## src/rtl/dram_arb.sv

```systemverilog
// dram_arb: 4-clk slot arbiter/sequencer for the shared 16-bit DRAM port (video > CPU > DMA).
// Define DRAM_ARB_FAIR_EN to build the DMA anti-starvation counter (FAIR_LIMIT consecutive CPU slots).
module dram_arb #(
  parameter int unsigned FAIR_LIMIT = 4
) (
  input  logic        clk,
  input  logic        rst_n,
  input  logic        c0,
  input  logic        c1,
  input  logic        c2,
  input  logic        c3,
  input  logic        vid_slot,
  input  logic [20:0] vid_addr,
  output logic        vid_strobe,
  input  logic        cpu_req,
  input  logic        cpu_rnw,
  input  logic [20:0] cpu_addr,
  input  logic        cpu_wrbsel,
  input  logic [7:0]  cpu_wrdata,
  output logic        cpu_next,
  output logic        cpu_strobe,
  output logic        cpu_latch,
  output logic [15:0] cpu_rddata,
  input  logic        dma_req,
  input  logic        dma_rnw,
  input  logic [20:0] dma_addr,
  input  logic [15:0] dma_wrdata,
  output logic        dma_next,
  output logic        dma_strobe,
  output logic [15:0] dma_rddata,
  output logic        dram_req,
  output logic        dram_rnw,
  output logic [20:0] dram_addr,
  output logic [1:0]  dram_bsel,
  output logic [15:0] dram_wrdata,
  input  logic [15:0] dram_rddata
);

  typedef enum logic [1:0] {GNT_NONE, GNT_VID, GNT_CPU, GNT_DMA} grant_t;

  grant_t grant, grant_nxt;
  logic   fair_force;
  logic   cpu_rd_slot;

`ifdef DRAM_ARB_FAIR_EN
  logic [2:0] fair_cnt;

  assign fair_force = dma_req && ({29'd0, fair_cnt} >= FAIR_LIMIT);

  always_ff @(posedge clk or negedge rst_n) begin
    if (!rst_n) begin
      fair_cnt <= '0;
    end else if (c3) begin
      if (!dma_req || grant_nxt == GNT_DMA)
        fair_cnt <= '0;
      else if (grant_nxt == GNT_CPU && fair_cnt != '1)
        fair_cnt <= fair_cnt + 3'd1;
    end
  end
`else
  assign fair_force = 1'b0;
`endif

  always_comb begin
    grant_nxt = GNT_NONE;
    if (vid_slot)
      grant_nxt = GNT_VID;
    else if (fair_force)
      grant_nxt = GNT_DMA;
    else if (cpu_req)
      grant_nxt = GNT_CPU;
    else if (dma_req)
      grant_nxt = GNT_DMA;
  end

  assign cpu_next = !vid_slot && !fair_force;
  assign dma_next = !vid_slot && (!cpu_req || fair_force);

  // Slot transaction is latched at the c3 edge; idle slots keep the last address/data on the bus.
  always_ff @(posedge clk or negedge rst_n) begin
    if (!rst_n) begin
      grant       <= GNT_NONE;
      dram_req    <= 1'b0;
      dram_rnw    <= 1'b1;
      dram_addr   <= '0;
      dram_bsel   <= '0;
      dram_wrdata <= '0;
    end else if (c3) begin
      grant    <= grant_nxt;
      dram_req <= (grant_nxt != GNT_NONE);
      case (grant_nxt)
        GNT_VID: begin
          dram_rnw  <= 1'b1;
          dram_addr <= vid_addr;
          dram_bsel <= 2'b00;
        end
        GNT_CPU: begin
          dram_rnw  <= cpu_rnw;
          dram_addr <= cpu_addr;
          if (cpu_rnw) begin
            dram_bsel <= 2'b00;
          end else begin
            dram_bsel   <= cpu_wrbsel ? 2'b10 : 2'b01;
            dram_wrdata <= {cpu_wrdata, cpu_wrdata};
          end
        end
        GNT_DMA: begin
          dram_rnw  <= dma_rnw;
          dram_addr <= dma_addr;
          if (dma_rnw) begin
            dram_bsel <= 2'b00;
          end else begin
            dram_bsel   <= 2'b11;
            dram_wrdata <= dma_wrdata;
          end
        end
        default: ;
      endcase
    end
  end

  assign cpu_rd_slot = (grant == GNT_CPU) && dram_rnw;

  // Read data is captured at the c2 edge so strobes land in c3; cpu_latch stretches into the next c0.
  always_ff @(posedge clk or negedge rst_n) begin
    if (!rst_n) begin
      vid_strobe <= 1'b0;
      cpu_strobe <= 1'b0;
      dma_strobe <= 1'b0;
      cpu_latch  <= 1'b0;
      cpu_rddata <= '0;
      dma_rddata <= '0;
    end else begin
      vid_strobe <= c2 && (grant == GNT_VID);
      cpu_strobe <= c2 && cpu_rd_slot;
      dma_strobe <= c2 && (grant == GNT_DMA);
      if (c2 && cpu_rd_slot)
        cpu_rddata <= dram_rddata;
      if (c2 && (grant == GNT_DMA) && dram_rnw)
        dma_rddata <= dram_rddata;
      if (c2 && cpu_rd_slot)
        cpu_latch <= 1'b1;
      else if (c0 || c1)
        cpu_latch <= 1'b0;
    end
  end

endmodule

```

## config.mk

```make
export PLATFORM = sky130hd
export DESIGN_NAME = dram_arb
export DESIGN_NICKNAME = d
export VERILOG_FILES = /design/src/rtl/dram_arb.sv
export SDC_FILE = /design/constraint.sdc
export NUM_CORES = 1
export LEC_CHECK = 0
export CAP_MARGIN = 30
export CORE_MARGIN = 3
export CORE_UTILIZATION = 30
export CTS_BUF_LIST = sky130_fd_sc_hd__clkbuf_8
export DETAILED_ROUTE_END_ITERATION = 8
export SLEW_MARGIN = 15
export SYNTH_ARGS = -nofsm -noshare
export SYNTH_HDL_FRONTEND = slang
export SYNTH_SLANG_ARGS = --single-unit
```

## constraint.sdc

```tcl
create_clock -name clk -period 2 [get_ports clk]
set_input_delay 0.3 -clock clk [delete_from_list [all_inputs] [get_ports clk]]
set_output_delay 0.3 -clock clk [all_outputs]
set_load 0.02 [all_outputs]
```

==> flow_summary.html <==
<table>
<tr><th>Metric</th><th>Value</th></tr>
<tr><th colspan="2">Run status</th></tr>
<tr><td>Status</td><td>complete, no violations</td></tr>
<tr><th colspan="2">Worst setup path</th></tr>
<tr><td>Sort of element at the start of the critical path</td><td>flop</td></tr>
<tr><td>Required time reported for the critical path endpoint</td><td>1700 ps</td></tr>
<tr><td>Critical path class</td><td>reg2out</td></tr>
<tr><td>Logic depth of the worst setup path including buffers</td><td>1</td></tr>
<tr><td>Depth of the most critical reg-to-reg path</td><td>3</td></tr>
<tr><td>Cell-by-cell trace of the critical path</td><td>clkdlybuf4s50_1</td></tr>
<tr><td>Reg-to-reg endpoint</td><td>cpu_rddata[11]</td></tr>
<tr><td>Cell type group with the largest total delay on the critical path</td><td>buffers and inverters</td></tr>
<tr><td>Critical path endpoint category</td><td>output port</td></tr>
<tr><td>Setup slack, reg-to-reg</td><td>690 ps</td></tr>
<tr><td>End of the critical path</td><td>dram_rnw</td></tr>
<tr><td>R2r startpoint</td><td>dram_rnw</td></tr>
<tr><td>Delay contributed by the slowest stage of the critical path</td><td>650 ps</td></tr>
<tr><td>Critical Path AT</td><td>1580 ps</td></tr>
<tr><td>Combined buffer and inverter count along the critical path</td><td>1</td></tr>
<tr><td>CP max-delay cell</td><td>clkdlybuf4s50_1</td></tr>
<tr><td>Worst Path Max Fanout</td><td>4</td></tr>
<tr><td>Origin of the worst setup path</td><td>dram_rnw</td></tr>
<tr><th colspan="2">Placement</th></tr>
<tr><td>Global placer's final weighted congestion</td><td>0.8104</td></tr>
<tr><td>Post-placement cell area</td><td>6103 um^2</td></tr>
<tr><td>Hpwl dp</td><td>9.264 mm</td></tr>
<tr><td>Count of input and output buffers</td><td>193</td></tr>
<tr><th colspan="2">Power</th></tr>
<tr><td>Net switching power</td><td>1.810 mW</td></tr>
<tr><td>Combinational group share of total power</td><td>0.380</td></tr>
<tr><td>Power density of the placed cells</td><td>922.0 nW/um^2</td></tr>
<tr><td>Portion of total power attributed to the clock network</td><td>0.248</td></tr>
<tr><td>Leak pwr</td><td>2.600 nW</td></tr>
<tr><td>Share of power burned in registers</td><td>0.372</td></tr>
<tr><td>Peak ir drop on the vdd network</td><td>0.3055 mV</td></tr>
<tr><td>Internal Pwr Total</td><td>4.050 mW</td></tr>
<tr><td>Sw frac</td><td>0.3089</td></tr>
<tr><th colspan="2">Route</th></tr>
<tr><td>Initial detailed-routing violation count</td><td>159</td></tr>
<tr><td>Post-route DRC</td><td>0</td></tr>
<tr><td>Detailed-route wire length per cell</td><td>16.93 um</td></tr>
<tr><td>Top metal layer carrying routed signals</td><td>met4</td></tr>
<tr><td>Wl on met1</td><td>5.323 mm</td></tr>
<tr><td>Routed met2 length</td><td>5.517 mm</td></tr>
<tr><td>Number of iterations in the first detailed-routing pass</td><td>6</td></tr>
<tr><td>Total number of vias</td><td>3349</td></tr>
<tr><td>Remaining number of nets flagged by the antenna check after routing</td><td>0</td></tr>
<tr><td>Drt via density</td><td>4.750</td></tr>
<tr><td>Metal3 WL</td><td>964 um</td></tr>
<tr><td>Wire length reported by the detailed router</td><td>11.94 mm</td></tr>
<tr><th colspan="2">STA</th></tr>
<tr><td>Final-report setup violation count</td><td>0</td></tr>
<tr><td>Max frequency</td><td>533.1 MHz</td></tr>
<tr><td>Final total negative setup slack</td><td>0 ps</td></tr>
<tr><td>Unrepaired setup endpoints after global routing</td><td>no</td></tr>
<tr><td>Least-Margin Pin Slew</td><td>511.0 ps</td></tr>
<tr><td>Fin. max-slew vios</td><td>0</td></tr>
<tr><td>Fin crit period</td><td>1876 ps</td></tr>
<tr><td>Share of the clock period used by the worst path</td><td>0.9379</td></tr>
<tr><td>Setup skew after layout</td><td>13.84 ps</td></tr>
<tr><td>Max-Slew Margin vs Limit</td><td>0.6593</td></tr>
<tr><td>Number of hold violations in the final report</td><td>0</td></tr>
<tr><th colspan="2">Layout</th></tr>
<tr><td>Area added between synthesis and finish</td><td>64.24%</td></tr>
<tr><td>Seq. cell area</td><td>1978 um^2</td></tr>
<tr><td>Post-route cell area</td><td>6356 um^2</td></tr>
<tr><td>Leading cell types in the layout, fill and taps excluded</td><td>clkdlybuf4s50_1, dfrtp_1, mux2_2</td></tr>
<tr><td>Combined area of the multi-input logic cells</td><td>1732 um^2</td></tr>
<tr><td>Antenna diode instance count</td><td>0</td></tr>
<tr><td>Number of filler cells placed in the layout</td><td>1138</td></tr>
<tr><td>Commonest non-fill, non-tap cell in the layout</td><td>clkdlybuf4s50_1</td></tr>
<tr><td>Final nets</td><td>647</td></tr>
<tr><td>Final core utilization</td><td>0.5163</td></tr>
<tr><td>Share of cells above drive strength 1</td><td>0.2048</td></tr>
<tr><th colspan="2">Die</th></tr>
<tr><td>Core footprint</td><td>12310 um^2</td></tr>
<tr><td>Row cnt</td><td>40</td></tr>
<tr><td>Initial cell density of the core</td><td>0.3143</td></tr>
<tr><td>DIE HEIGHT</td><td>119.6 um</td></tr>
<tr><td>Die Footprint</td><td>14300 um^2</td></tr>
<tr><td>Die boundary width</td><td>119.6 um</td></tr>
<tr><td>I/O pin cnt</td><td>194</td></tr>
<tr><th colspan="2">Clock network</th></tr>
<tr><td>CTS Buf Count</td><td>9</td></tr>
<tr><td>Post-CTS Repair Setup Buffers</td><td>0</td></tr>
<tr><td>Number of H-tree branching levels</td><td>3</td></tr>
<tr><td>TritonCTS clock tree</td><td>built</td></tr>
<tr><td>Clock root buffer</td><td>clkbuf_8</td></tr>
<tr><td>Clk_lat worst skew</td><td>360 ps</td></tr>
<tr><td>Clock edge transition at the registers on the reported setup and hold paths</td><td>90 ps</td></tr>
<tr><td>Worst-case clock buffer depth</td><td>2</td></tr>
<tr><td>TritonCTS Sinks</td><td>79</td></tr>
<tr><th colspan="2">Logic synthesis</th></tr>
<tr><td>Area contributors post-synth</td><td>dfrtp_1, mux2_2, o221ai_1</td></tr>
<tr><td>Mapped Cells</td><td>329</td></tr>
<tr><td>Synthesis-stage register bit count</td><td>79</td></tr>
<tr><td>Area share of the largest cell type after synthesis</td><td>0.5044</td></tr>
<tr><td>Average cell area after synthesis</td><td>11.76 um^2</td></tr>
<tr><td>Area leader, netlist</td><td>dfrtp_1</td></tr>
<tr><td>Synth unique cells</td><td>31</td></tr>
<tr><td>Share of synthesized area occupied by flip-flops and latches</td><td>0.5112</td></tr>
<tr><td>Total nets after synthesis</td><td>444</td></tr>
<tr><td>Synth warn</td><td>0</td></tr>
<tr><td>Area of the mapped netlist</td><td>3870 um^2</td></tr>
<tr><th colspan="2">Global routing</th></tr>
<tr><td>Antenna violations before repair</td><td>0</td></tr>
<tr><td>Vias in the first global route</td><td>3510</td></tr>
<tr><td>Aggregate global-route resource usage</td><td>0.1677</td></tr>
<tr><td>First-pass GRT wire length</td><td>19.04 mm</td></tr>
<tr><td>Global route total overflow</td><td>0</td></tr>
<tr><td>Maximum number of pins on one net before global-route repair</td><td>44</td></tr>
<tr><th colspan="2">Worst hold path</th></tr>
<tr><td>Class of the most critical hold timing path</td><td>in2async</td></tr>
<tr><th colspan="2">Run</th></tr>
<tr><td>Max-cap violations</td><td>0</td></tr>
</table>
[worst min-delay path by stage]
stage,from,to,slack (ps),cells after the start
global placement,rst_n,cpu_rddata[12],310,1
floorplan,rst_n,cpu_latch,4,0
detailed placement,rst_n,cpu_strobe,320,1
global route,rst_n,dram_wrdata[13],500,2
finish,rst_n,dram_wrdata[13],460,2
CTS,rst_n,dram_wrdata[13],460,2
[flip-flops by register name (all words and copies together), names as in the netlist, 2 cells and up]
register     cells
dram_addr       21
cpu_rddata      16
dma_rddata      16
dram_wrdata     16
dram_bsel        2
grant            2
[stage by stage]
| stage | hold slack [ps] | setup slack, ps | power, mW | instances |
|---|---|---|---|---|
| after floorplan | 4.409 | 372.1 | 3.214 | 329 |
| after global routing | 501.7 | 62.15 | 6.153 | 705 |
| after detailed placement | 317.2 | -103.3 | 4.467 | 688 |
| after CTS | 460.0 | 5.278 | 5.945 | 705 |
| final | 457.9 | 124.3 | 5.860 | 705 |
| after global placement | 307.9 | -118.3 | 4.437 | 688 |
[power by group through the flow]
stage / sequential (mW) / clock, mW / combinational [mW]
final: 2.18 / 1.45 / 2.23
after global routing: 2.23 / 1.57 / 2.35
after CTS: 2.19 / 1.50 / 2.26
after detailed placement: 2.22 / 0 / 2.25
after global placement: 2.20 / 0 / 2.23
after floorplan: 2.68 / 0 / 0.536
[routing by layer]
metal	vias up	GRT usage
met5	-	0
li1	1595	-
met2	152	0.2673
met3	10	0.04901
met1	1592	0.2188
met4	0	0.05655
[final cells by class]
type                    count  share of cell area
multi-input cells         220              0.2724
clock buffers               9             0.01949
well taps                 168             0.03307
clock inverters             7             0.01850
repair buffers            217              0.3423
inverters                   5            0.002953
flip-flops and latches     79              0.3112
[synth_stat cells]
library cell,number
mux2_4,9
buf_12,1
buf_4,3
inv_2,1
nor3_1,1
o211ai_1,1
buf_2,9
mux2_2,55
o21ai_1,7
nor2b_4,1
dfstp_2,1
o22a_1,2
dfrtp_1,78
nand4_1,1
inv_1,4
nand2b_1,1
o221ai_1,21
nor2_1,28
o31ai_1,1
nand4b_2,1
a211o_1,1
nand2_1,25
o211a_1,1
o31a_1,1
nor3b_1,23
nor3b_4,1
buf_6,3
o21ai_0,16
clkbuf_1,9
a21oi_1,2
o21a_1,21
[cell families (layout without fill, tap and decap cells)]
| group | count (synthesis) | count (layout) | share of synthesized area |
|---|---|---|---|
| flops | 79 | 79 | 0.5112 |
| compound gates | 74 | 74 | 0.1361 |
| simple gates | 82 | 82 | 0.1128 |
| buf+inv | 30 | 238 | 0.04494 |
| mux | 64 | 64 | 0.1950 |
[timing repair]
action                                  4_1_cts  5_1_grt
endpoints found under the setup margin        1        1
hold buffers                                  1        0
resized for setup                             1        1
hold endpoints to repair                     35        0
Note: power is estimated with default switching activity, not from simulation.
